**config.mk**
```make
export PLATFORM = sky130hd
export DESIGN_NAME = avalon_lsu_flat
export DESIGN_NICKNAME = d
export VERILOG_FILES = /design/src/rtl/avalon_lsu_if.sv /design/src/rtl/avalon_lsu.sv /design/src/flat_wrapper.sv
export SDC_FILE = /design/constraint.sdc
export NUM_CORES = 1
export LEC_CHECK = 0
export ABC_AREA = 0
export BUFFER_PORTS_ARGS = -buffer_cell sky130_fd_sc_hd__buf_4
export CORE_UTILIZATION = 45
export CTS_BUF_LIST = sky130_fd_sc_hd__clkbuf_4 sky130_fd_sc_hd__clkbuf_8
export DETAILED_ROUTE_END_ITERATION = 10
export GPL_TIMING_DRIVEN = 0
export HOLD_SLACK_MARGIN = 0.06
export PLACE_DENSITY = 0.85
export SETUP_SLACK_MARGIN = 0.2
export SYNTH_ARGS = -nofsm -noshare
export SYNTH_HDL_FRONTEND = slang
export SYNTH_SLANG_ARGS = --single-unit
```
**constraint.sdc**
```tcl
create_clock -name clk -period 3.55 [get_ports clk]
set_input_delay 0.1775 -clock clk [delete_from_list [all_inputs] [get_ports clk]]
set_output_delay 0.1775 -clock clk [all_outputs]
set_load 0.02 [all_outputs]
```
**src/rtl/avalon_lsu_if.sv**
```systemverilog
// Avalon-MM master port bundle between the load/store unit and memory.
interface avalon_lsu_if;
    logic [31:0] address;
    logic        read;
    logic        write;
    logic        waitrequest;
    logic [31:0] writedata;
    logic [3:0]  byteenable;
    logic [31:0] readdata;

    modport master (
        output address, read, write, writedata, byteenable,
        input  waitrequest, readdata
    );

    modport slave (
        input  address, read, write, writedata, byteenable,
        output waitrequest, readdata
    );
endinterface

```
**src/rtl/avalon_lsu.sv**
```systemverilog
// Load/store unit: one core data request at a time, mapped onto a word-aligned
// Avalon-MM read/write with byte enables, waitrequest handling, load
// alignment/extension and an optional waitrequest watchdog.
module avalon_lsu #(
    parameter int WAIT_LIMIT = 0,   // 0 disables the watchdog
    parameter int CNT_W      = 16
) (
    input  logic        clk,
    input  logic        reset_n_i,
    input  logic        req_i,
    input  logic        we_i,
    input  logic [1:0]  size_i,
    input  logic        signed_i,
    input  logic [31:0] addr_i,
    input  logic [31:0] wdata_i,
    output logic [31:0] rdata_o,
    output logic        done_o,
    output logic        err_o,
    output logic        busy_o,
    avalon_lsu_if.master av
);
    typedef enum logic [1:0] {IDLE, BUS, RESP} state_t;

    state_t             state_q, state_d;
    logic               we_q, signed_q;
    logic [1:0]         size_q, off_q;
    logic [CNT_W-1:0]   cnt_q;
    logic               req_err, timeout;
    logic [3:0]         be_d;
    logic [31:0]        wd_d;
    logic [15:0]        half_sel;
    logic [7:0]         byte_sel;
    logic [31:0]        load_val;

    assign busy_o  = (state_q != IDLE);
    assign timeout = (WAIT_LIMIT != 0) && (cnt_q == CNT_W'(WAIT_LIMIT - 1));

    // Reject reserved sizes and accesses not naturally aligned to their size
    always_comb begin
        req_err = 1'b0;
        case (size_i)
            2'b00:   req_err = 1'b0;
            2'b01:   req_err = addr_i[0];
            2'b10:   req_err = |addr_i[1:0];
            default: req_err = 1'b1;
        endcase
    end

    // Byte enables and lane-replicated store data for the incoming request
    always_comb begin
        be_d = 4'b1111;
        wd_d = wdata_i;
        case (size_i)
            2'b00: begin
                be_d = 4'b0001 << addr_i[1:0];
                wd_d = {4{wdata_i[7:0]}};
            end
            2'b01: begin
                be_d = 4'b0011 << addr_i[1:0];
                wd_d = {2{wdata_i[15:0]}};
            end
            default: ;
        endcase
    end

    // Pick the addressed lane out of readdata and extend it to 32 bits
    always_comb begin
        half_sel = off_q[1] ? av.readdata[31:16] : av.readdata[15:0];
        byte_sel = off_q[0] ? half_sel[15:8] : half_sel[7:0];
        case (size_q)
            2'b00:   load_val = {{24{signed_q & byte_sel[7]}}, byte_sel};
            2'b01:   load_val = {{16{signed_q & half_sel[15]}}, half_sel};
            default: load_val = av.readdata;
        endcase
    end

    // State register
    always_ff @(posedge clk or negedge reset_n_i) begin
        if (!reset_n_i) state_q <= IDLE;
        else            state_q <= state_d;
    end

    // Next-state: bad requests skip the bus and report straight away
    always_comb begin
        state_d = state_q;
        case (state_q)
            IDLE:    if (req_i) state_d = req_err ? RESP : BUS;
            BUS:     if (!av.waitrequest || timeout) state_d = RESP;
            RESP:    state_d = IDLE;
            default: state_d = IDLE;
        endcase
    end

    // Registered bus, response and request-context outputs
    always_ff @(posedge clk or negedge reset_n_i) begin
        if (!reset_n_i) begin
            we_q          <= 1'b0;
            signed_q      <= 1'b0;
            size_q        <= 2'b00;
            off_q         <= 2'b00;
            cnt_q         <= '0;
            rdata_o       <= '0;
            done_o        <= 1'b0;
            err_o         <= 1'b0;
            av.address    <= '0;
            av.read       <= 1'b0;
            av.write      <= 1'b0;
            av.writedata  <= '0;
            av.byteenable <= '0;
        end else begin
            done_o <= 1'b0;
            case (state_q)
                IDLE: if (req_i) begin
                    we_q          <= we_i;
                    signed_q      <= signed_i;
                    size_q        <= size_i;
                    off_q         <= addr_i[1:0];
                    cnt_q         <= '0;
                    av.address    <= {addr_i[31:2], 2'b00};
                    av.byteenable <= be_d;
                    av.writedata  <= wd_d;
                    if (req_err) begin
                        err_o  <= 1'b1;
                        done_o <= 1'b1;
                    end else begin
                        av.read  <= ~we_i;
                        av.write <= we_i;
                    end
                end
                BUS: begin
                    if (!av.waitrequest) begin
                        av.read  <= 1'b0;
                        av.write <= 1'b0;
                        done_o   <= 1'b1;
                        if (!we_q) rdata_o <= load_val;
                    end else if (timeout) begin
                        // Abort: rdata_o keeps the last completed load
                        av.read  <= 1'b0;
                        av.write <= 1'b0;
                        err_o    <= 1'b1;
                        done_o   <= 1'b1;
                    end else begin
                        cnt_q <= cnt_q + CNT_W'(1);
                    end
                end
                RESP:    err_o <= 1'b0;
                default: ;
            endcase
        end
    end
endmodule

```
**src/flat_wrapper.sv**
```systemverilog
// flat-port wrapper written by rule: the top's interface ports become plain ports
module avalon_lsu_flat 
#(
    parameter int WAIT_LIMIT = 0,                             
    parameter int CNT_W      = 16
)
  (clk, reset_n_i, req_i, we_i, size_i, signed_i, addr_i, wdata_i, rdata_o, done_o, err_o, busy_o, av_address, av_read, av_write, av_writedata, av_byteenable, av_waitrequest, av_readdata);
  avalon_lsu_if av_i ();
  input  logic clk;
  input  logic reset_n_i;
  input  logic req_i;
  input  logic we_i;
  input  logic [1:0] size_i;
  input  logic signed_i;
  input  logic [31:0] addr_i;
  input  logic [31:0] wdata_i;
  output logic [31:0] rdata_o;
  output logic done_o;
  output logic err_o;
  output logic busy_o;
  output wire logic [$bits(av_i.address)-1:0] av_address;
  output wire logic [$bits(av_i.read)-1:0] av_read;
  output wire logic [$bits(av_i.write)-1:0] av_write;
  output wire logic [$bits(av_i.writedata)-1:0] av_writedata;
  output wire logic [$bits(av_i.byteenable)-1:0] av_byteenable;
  input wire logic [$bits(av_i.waitrequest)-1:0] av_waitrequest;
  input wire logic [$bits(av_i.readdata)-1:0] av_readdata;
  assign av_address = av_i.address;
  assign av_read = av_i.read;
  assign av_write = av_i.write;
  assign av_writedata = av_i.writedata;
  assign av_byteenable = av_i.byteenable;
  assign av_i.waitrequest = av_waitrequest;
  assign av_i.readdata = av_readdata;
  avalon_lsu #(.WAIT_LIMIT(WAIT_LIMIT), .CNT_W(CNT_W)) u_core (.clk(clk), .reset_n_i(reset_n_i), .req_i(req_i), .we_i(we_i), .size_i(size_i), .signed_i(signed_i), .addr_i(addr_i), .wdata_i(wdata_i), .rdata_o(rdata_o), .done_o(done_o), .err_o(err_o), .busy_o(busy_o), .av(av_i));
endmodule
```
==> flow_metrics.tcl, run 1 <==
set metrics [dict create \
    status "finished, final reports clean" \
    ios 209 \
    cts_tree "built" \
    swShare_pct 40.4 \
    finClkSkew_ns 0.00776 \
    antenna_found_initial 0 \
    start_util_pct 46.5 \
    dieWidth_um 108 \
    setup_tns_ns 0 \
    switchingPower_w 0.00211 \
    rsz0062_at_grt "false" \
    crit_path_cell_trace "nand2b_1 -> nor2_1 -> clkbuf_1 -> buf_1 -> nand2_1 -> nand2_1" \
    grt_pass1_vias 5260 \
    setup_violations 0 \
    dieArea_um2 11700 \
    dpl.hpwl_um 11600 \
    max_freq_mhz 503 \
    portBuffers 205 \
    seq_power_share_pct 37.7 \
    drc 0 \
    crit_top_cell "nand2_1" \
    hold_viol 0 \
    cts_buffers 9 \
    hold_class "input pin to flop" \
    grt_pass1_wl_um 25700 \
    synth_cells 564 \
    crit_slowest_cell "dfrtp_1" \
    areaGrowthSynthToFinish_pct 48.3 \
    critical_path_arrival_ns 2.31 \
    track_usage_pct 29.1 \
    yosys.cell_types.count 36 \
    combPwrFrac_pct 45.9 \
    via_per_inst 5.38 \
    ys_warn_count 0 \
    antenna_cells 0 \
    clockPowerShare_pct 16.4 \
    fin_crit_sh_pct 56.0 \
    clkSinkCount 110 \
    maxCapViolCount 0 \
    yosysSeqAreaShare_pct 54.1 \
    fin_crit_ns 1.99 \
    gp_congestion 0.900 \
    grt_max_degree 111 \
    leakage_nw 3.86 \
    drive_gt1_share_pct 30.3 \
    overflow 0 \
    dr.pass1.iters 7 \
    clockBufferDepth 2 \
    crit_path_max_fanout 10 \
    maxSlewHeadroom_pct 44.4 \
    layout.nets 934 \
    syn_area_um2 5090 \
    syn_avg_cell_area_um2 9.02 \
    powerDensity_nw_per_um2 694 \
    htree_levels 3 \
    ir_drop_v 0.000389 \
    rows 38 \
    start_kind "flop" \
    n_fill_cell 823 \
    ys_seq_elements 110 \
    critPathCaptureType "flop" \
    holdBufCountCts 46 \
    tightest_slew_ns 0.831 \
    final_antenna_net_count 0 \
    die_y_um 108 \
    path_class "flop to flop" \
    avgRoutedWirePerCell_um 17.3 \
    holdWs_ns 0.0741 \
    slew_violations 0 \
    finalWirelength_um 16800 \
    clock_latency_ns 0.38 \
    crit_required_ns 3.87 \
    p_int_w 0.00312 \
    drt_iter0_drc 302 \
    final_common_cell "buf_4" \
    cts_resized 0 \
    path_clk_slew_ns 0.10 \
    final_cell_mix "buf_4, nand2_1, dfrtp_1" \
    root_buffer "clkbuf_8" \
    cts_post_setup_buffers_inserted 0 \
    max_stage_delay_ns 0.43 \
    core-area_um2 10900 \
    num_vias 5250 \
]
synth_stat cells:
master,n,area (µm²)
o21bai_1,1,7.51
a21oi_4,1,16.3
buf_1,2,7.51
inv_1,5,18.8
o21ba_2,1,10.0
a22o_1,1,8.76
o31ai_1,2,15.0
a31oi_1,3,18.8
nor2_4,1,11.3
nand3_1,39,195
nand2b_1,2,12.5
or3b_2,1,8.76
nor2_1,25,93.8
or2_2,2,12.5
a41oi_1,7,61.3
clkbuf_1,24,90.1
a21o_1,1,7.51
or3b_1,1,8.76
o221a_2,7,78.8
nor2b_1,9,56.3
nand4b_2,1,15.0
mux4_2,1,22.5
a2bb2oi_1,1,8.76
mux2i_1,36,360
a22oi_1,1,7.51
or2_1,1,6.26
nand3b_1,9,67.6
dfrtp_1,110,2750
buf_2,14,70.1
o21ai_1,7,35.0
nand2_1,195,732
buf_4,2,15.0
o21ai_0,31,155
conb_1,1,3.75
nor3b_1,1,7.51
a21oi_1,18,90.1
path summary, 6_finish.rpt:
kind                            slack, ns  cells after the start                    from                     end
max in group asynchronous            2.70                      3               reset_n_i   u_core.av.address[22]
worst max-delay path                 1.56                      6       u_core.state_q[0]   u_core.av.address[20]
min in group asynchronous            0.15                      2               reset_n_i      u_core.rdata_o[18]
worst max register to register       1.56                      6       u_core.state_q[0]   u_core.av.address[20]
worst min-delay path                 0.07                      3         av_readdata[30]      u_core.rdata_o[30]
worst min register to register       0.49                      2  u_core.av.writedata[7]  u_core.av.writedata[7]
metrics by stage:
stage	area, µm²	cells	setup WS, ns	utilization [%]	power (W)
after detailed placement	6810	910	1.59	62.2	0.00433
after global routing	7540	975	1.38	69.0	0.00554
after global placement	6810	910	1.65	62.2	0.00426
after CTS	7490	972	1.56	68.5	0.00522
after floorplan	5090	565	1.88	-	0.00324
final	7540	975	1.56	69.0	0.00524
worst max-delay path, delay by kind of cell, from the launching register on:
family,cells,cell delay [ns]
buf+inv,2,0.79
flops,1,0.43
simple gates,4,0.70
final cells by class:
cell class / count / area (µm²) / area share (%)
Timing Repair Buffer: 254 / 2050 / 27.2
Tap cell: 140 / 175 / 2.32
Inverter: 5 / 18.8 / 0.249
Clock buffer: 10 / 131 / 1.74
Buffer: 42 / 183 / 2.42
Multi-Input combinational cell: 408 / 2140 / 28.3
Sequential cell: 110 / 2750 / 36.5
Clock inverter: 6 / 95.1 / 1.26
kinds of logic (layout without fill, tap and decap cells):
| group | after synthesis | after routing | synth area share, % |
|---|---|---|---|
| flops | 110 | 110 | 54.1 |
| other cells | 1 | 2 | 0.0737 |
| mux | 37 | 37 | 7.52 |
| simple gates | 287 | 287 | 24.1 |
| compound gates | 82 | 82 | 10.2 |
| buf+inv | 47 | 317 | 3.96 |
per-layer routing:
metal | share of wire [%] | global-route usage, %
met1 | 37 | 33.7
met2 | 49 | 49.6
met3 | 10 | 7.29
met4 | 4.0 | 15.4
met5 | 0 | 0
power groups by stage:
stage	combinational (W)	clock, W	sequential (W)
floorplan	0.000756	0	0.00248
global placement	0.00229	0	0.00198
detailed placement	0.00234	0	0.00199
CTS	0.00238	0.000871	0.00197
global route	0.00259	0.000925	0.00202
finish	0.00240	0.000860	0.00198
sequential cells by signal, indices dropped and copies added (netlist names):
register,cells
u_core.av.address,30
u_core.av.byteenable,4
u_core.av.read,1
u_core.av.write,1
u_core.av.writedata,32
u_core.done_o,1
u_core.err_o,1
u_core.off_q,2
u_core.rdata_o,32
u_core.signed_q,1
u_core.size_q,2
u_core.state_q,2
u_core.we_q,1
No activity file was read; power rests on OpenSTA's default activity.
==> inputs of run 2 (changes only) <==
clock period = 1.86 ns   (was 3.55 ns; I/O delays follow)
==> flow_metrics.tcl, run 2 (synthesized netlist as in run 1, its figures left out) <==
set metrics [dict create \
    r2r-start "u_core.state_q[0]" \
    rr_endpoint "u_core.rdata_o[13]" \
    dr.pass1.iters 5 \
    maxSlewHeadroom_pct 37.3 \
    num_vias 5560 \
    finClkSkew_ns 0.0161 \
    dpl_cell_area_um2 6810 \
    critPathCaptureType "flop" \
    antenna_cells 0 \
    status "finished, final reports clean" \
    dieWidth_um 108 \
    leakage_nw 4.16 \
    crit_start "u_core.state_q[0]" \
    crit_path_max_fanout 8 \
    finalWirelength_um 19300 \
    rows 38 \
    clockBufferDepth 2 \
    fin_cells 1021 \
    final_common_cell "buf_4" \
    crit_required_ns 2.10 \
    crit_top_cell "buf_6" \
    antenna_found_initial 0 \
    ios 209 \
    ir_drop_v 0.000834 \
    areaGrowthSynthToFinish_pct 60.4 \
    grt_max_degree 111 \
    fin_crit_sh_pct 95.3 \
    p_total_w 0.0104 \
    dieArea_um2 11700 \
    reg_top3 "u_core.av.writedata (32), u_core.rdata_o (32), u_core.av.address (30)" \
    gp_congestion 0.918 \
    start_kind "flop" \
    grt_pass1_vias 5588 \
    via_per_inst 5.45 \
    hold_class "input pin to flop" \
    dp.cells 910 \
    cts_tree "built" \
    layout.nets 980 \
    clkSinkCount 110 \
    start_util_pct 46.5 \
    fin_crit_ns 1.77 \
    tightest_slew_ns 0.937 \
    finalInstanceArea_um2 8160 \
    hold_start "av_readdata[12]" \
    endpoint "u_core.rdata_o[13]" \
    maxCapViolCount 0 \
    die_y_um 108 \
    drive_gt1_share_pct 32.7 \
    root_buffer "clkbuf_8" \
    crit_path_cell_trace "or3b_1 -> buf_6 -> or2_1 -> buf_6 -> a21oi_4 -> buf_12 -> a41oi_2" \
    final_antenna_net_count 0 \
    grt_pass1_wl_um 28900 \
    reg2reg_setup_slack_ns 0.09 \
    hold_viol 0 \
    critical_path_arrival_ns 2.02 \
    setup_tns_ns 0 \
    drt_iter0_drc 376 \
    path_clk_slew_ns 0.10 \
    path_class "flop to flop" \
    portBuffers 205 \
    drc 0 \
    htree_levels 3 \
    final_cell_mix "buf_4, nand2_1, dfrtp_1" \
    cts_buffers 9 \
    ff2ff_path_depth 7 \
    n_fill_cell 746 \
    track_usage_pct 32.8 \
    avgRoutedWirePerCell_um 18.9 \
    clock_latency_ns 0.37 \
    setup_violations 0 \
    slew_violations 0 \
    dpl.hpwl_um 11500 \
    rsz0062_at_grt "true" \
    max_freq_mhz 564 \
    crit_slowest_cell "dfrtp_1" \
    overflow 0 \
    core-area_um2 10900 \
    max_stage_delay_ns 0.40 \
    powerDensity_nw_per_um2 1270 \
]
## run 2: cell types whose count changed in the layout (fill, tap and decap cells not counted), moves of 3 or more
cell	previous run	this run
dlygate4sd3_1	48	88
clkbuf_1	24	7
buf_4	206	215
clkbuf_2	0	9
a41oi_1	7	0
a41oi_2	0	7
buf_6	1	6
buf_2	14	10
clkbuf_8	9	13
o21ai_0	31	27
clkbuf_4	1	4
o21ai_1	7	10
## run 2: worst min-delay path by stage
stage,end,cells after the start
6_report,u_core.rdata_o[12],3
5_1_grt,u_core.rdata_o[12],3
4_1_cts,u_core.rdata_o[10],3
3_5_place_dp,u_core.av.read,2
3_3_place_gp,u_core.av.read,2
2_1_floorplan,u_core.av.address[10],0
## run 2: critical path: cells and delay by family (launching register included)
family	cells	cell delay (ns)
buf+inv	3	0.43
flops	1	0.40
compound gates	2	0.23
simple gates	2	0.58
## run 2: metal layers
metal  vias to the layer above  global-route usage [%]  part of all wire, %
met5                         -                       0                    0
li1                       2493                       -                    -
met4                         0                    18.9                  4.6
met1                      2650                    38.6                   38
met2                       344                    55.4                   48
met3                        73                    6.87                  8.8
## run 2: layout make-up
class | instances | area [µm²] | share of cell area, %
timing repair buffer | 300 | 2510 | 30.7
inverter | 5 | 18.8 | 0.230
sequential | 110 | 2750 | 33.7
multi-input combinational | 408 | 2220 | 27.2
tap | 140 | 175 | 2.15
clock buffer | 14 | 186 | 2.28
buffer | 42 | 264 | 3.23
clock inverter | 2 | 37.5 | 0.460
## run 2: report_power, final
part | switching (W) | internal, W | leakage [nW] | total, W
clock network | 0.000829 | 0.000788 | 0.112 | 0.00162
registers | 0.000583 | 0.00324 | 1.36 | 0.00383
logic | 0.00282 | 0.00211 | 2.69 | 0.00494
total | 0.00423 | 0.00614 | 4.16 | 0.0104
## run 2: repair_timing
action / 4_1_cts / 5_1_grt
pin swaps: 1 / 0
hold buffers: 86 / 2
gates resized for setup: 30 / 44
endpoints found under the setup margin: 66 / 79
setup buffers: 4 / 2
hold endpoints to repair: 91 / 111
## run 2: stage by stage
step | util (%) | hold WS [ns] | setup WS, ns
6_report | 74.7 | 0.0776 | 0.0872
5_1_grt | 74.7 | 0.0728 | 0.0152
4_1_cts | 73.6 | 0.0610 | 0.111
3_5_place_dp | 62.2 | 0.288 | -0.0723
3_3_place_gp | 62.2 | 0.280 | -0.0229
2_1_floorplan | - | -0.203 | 0.193
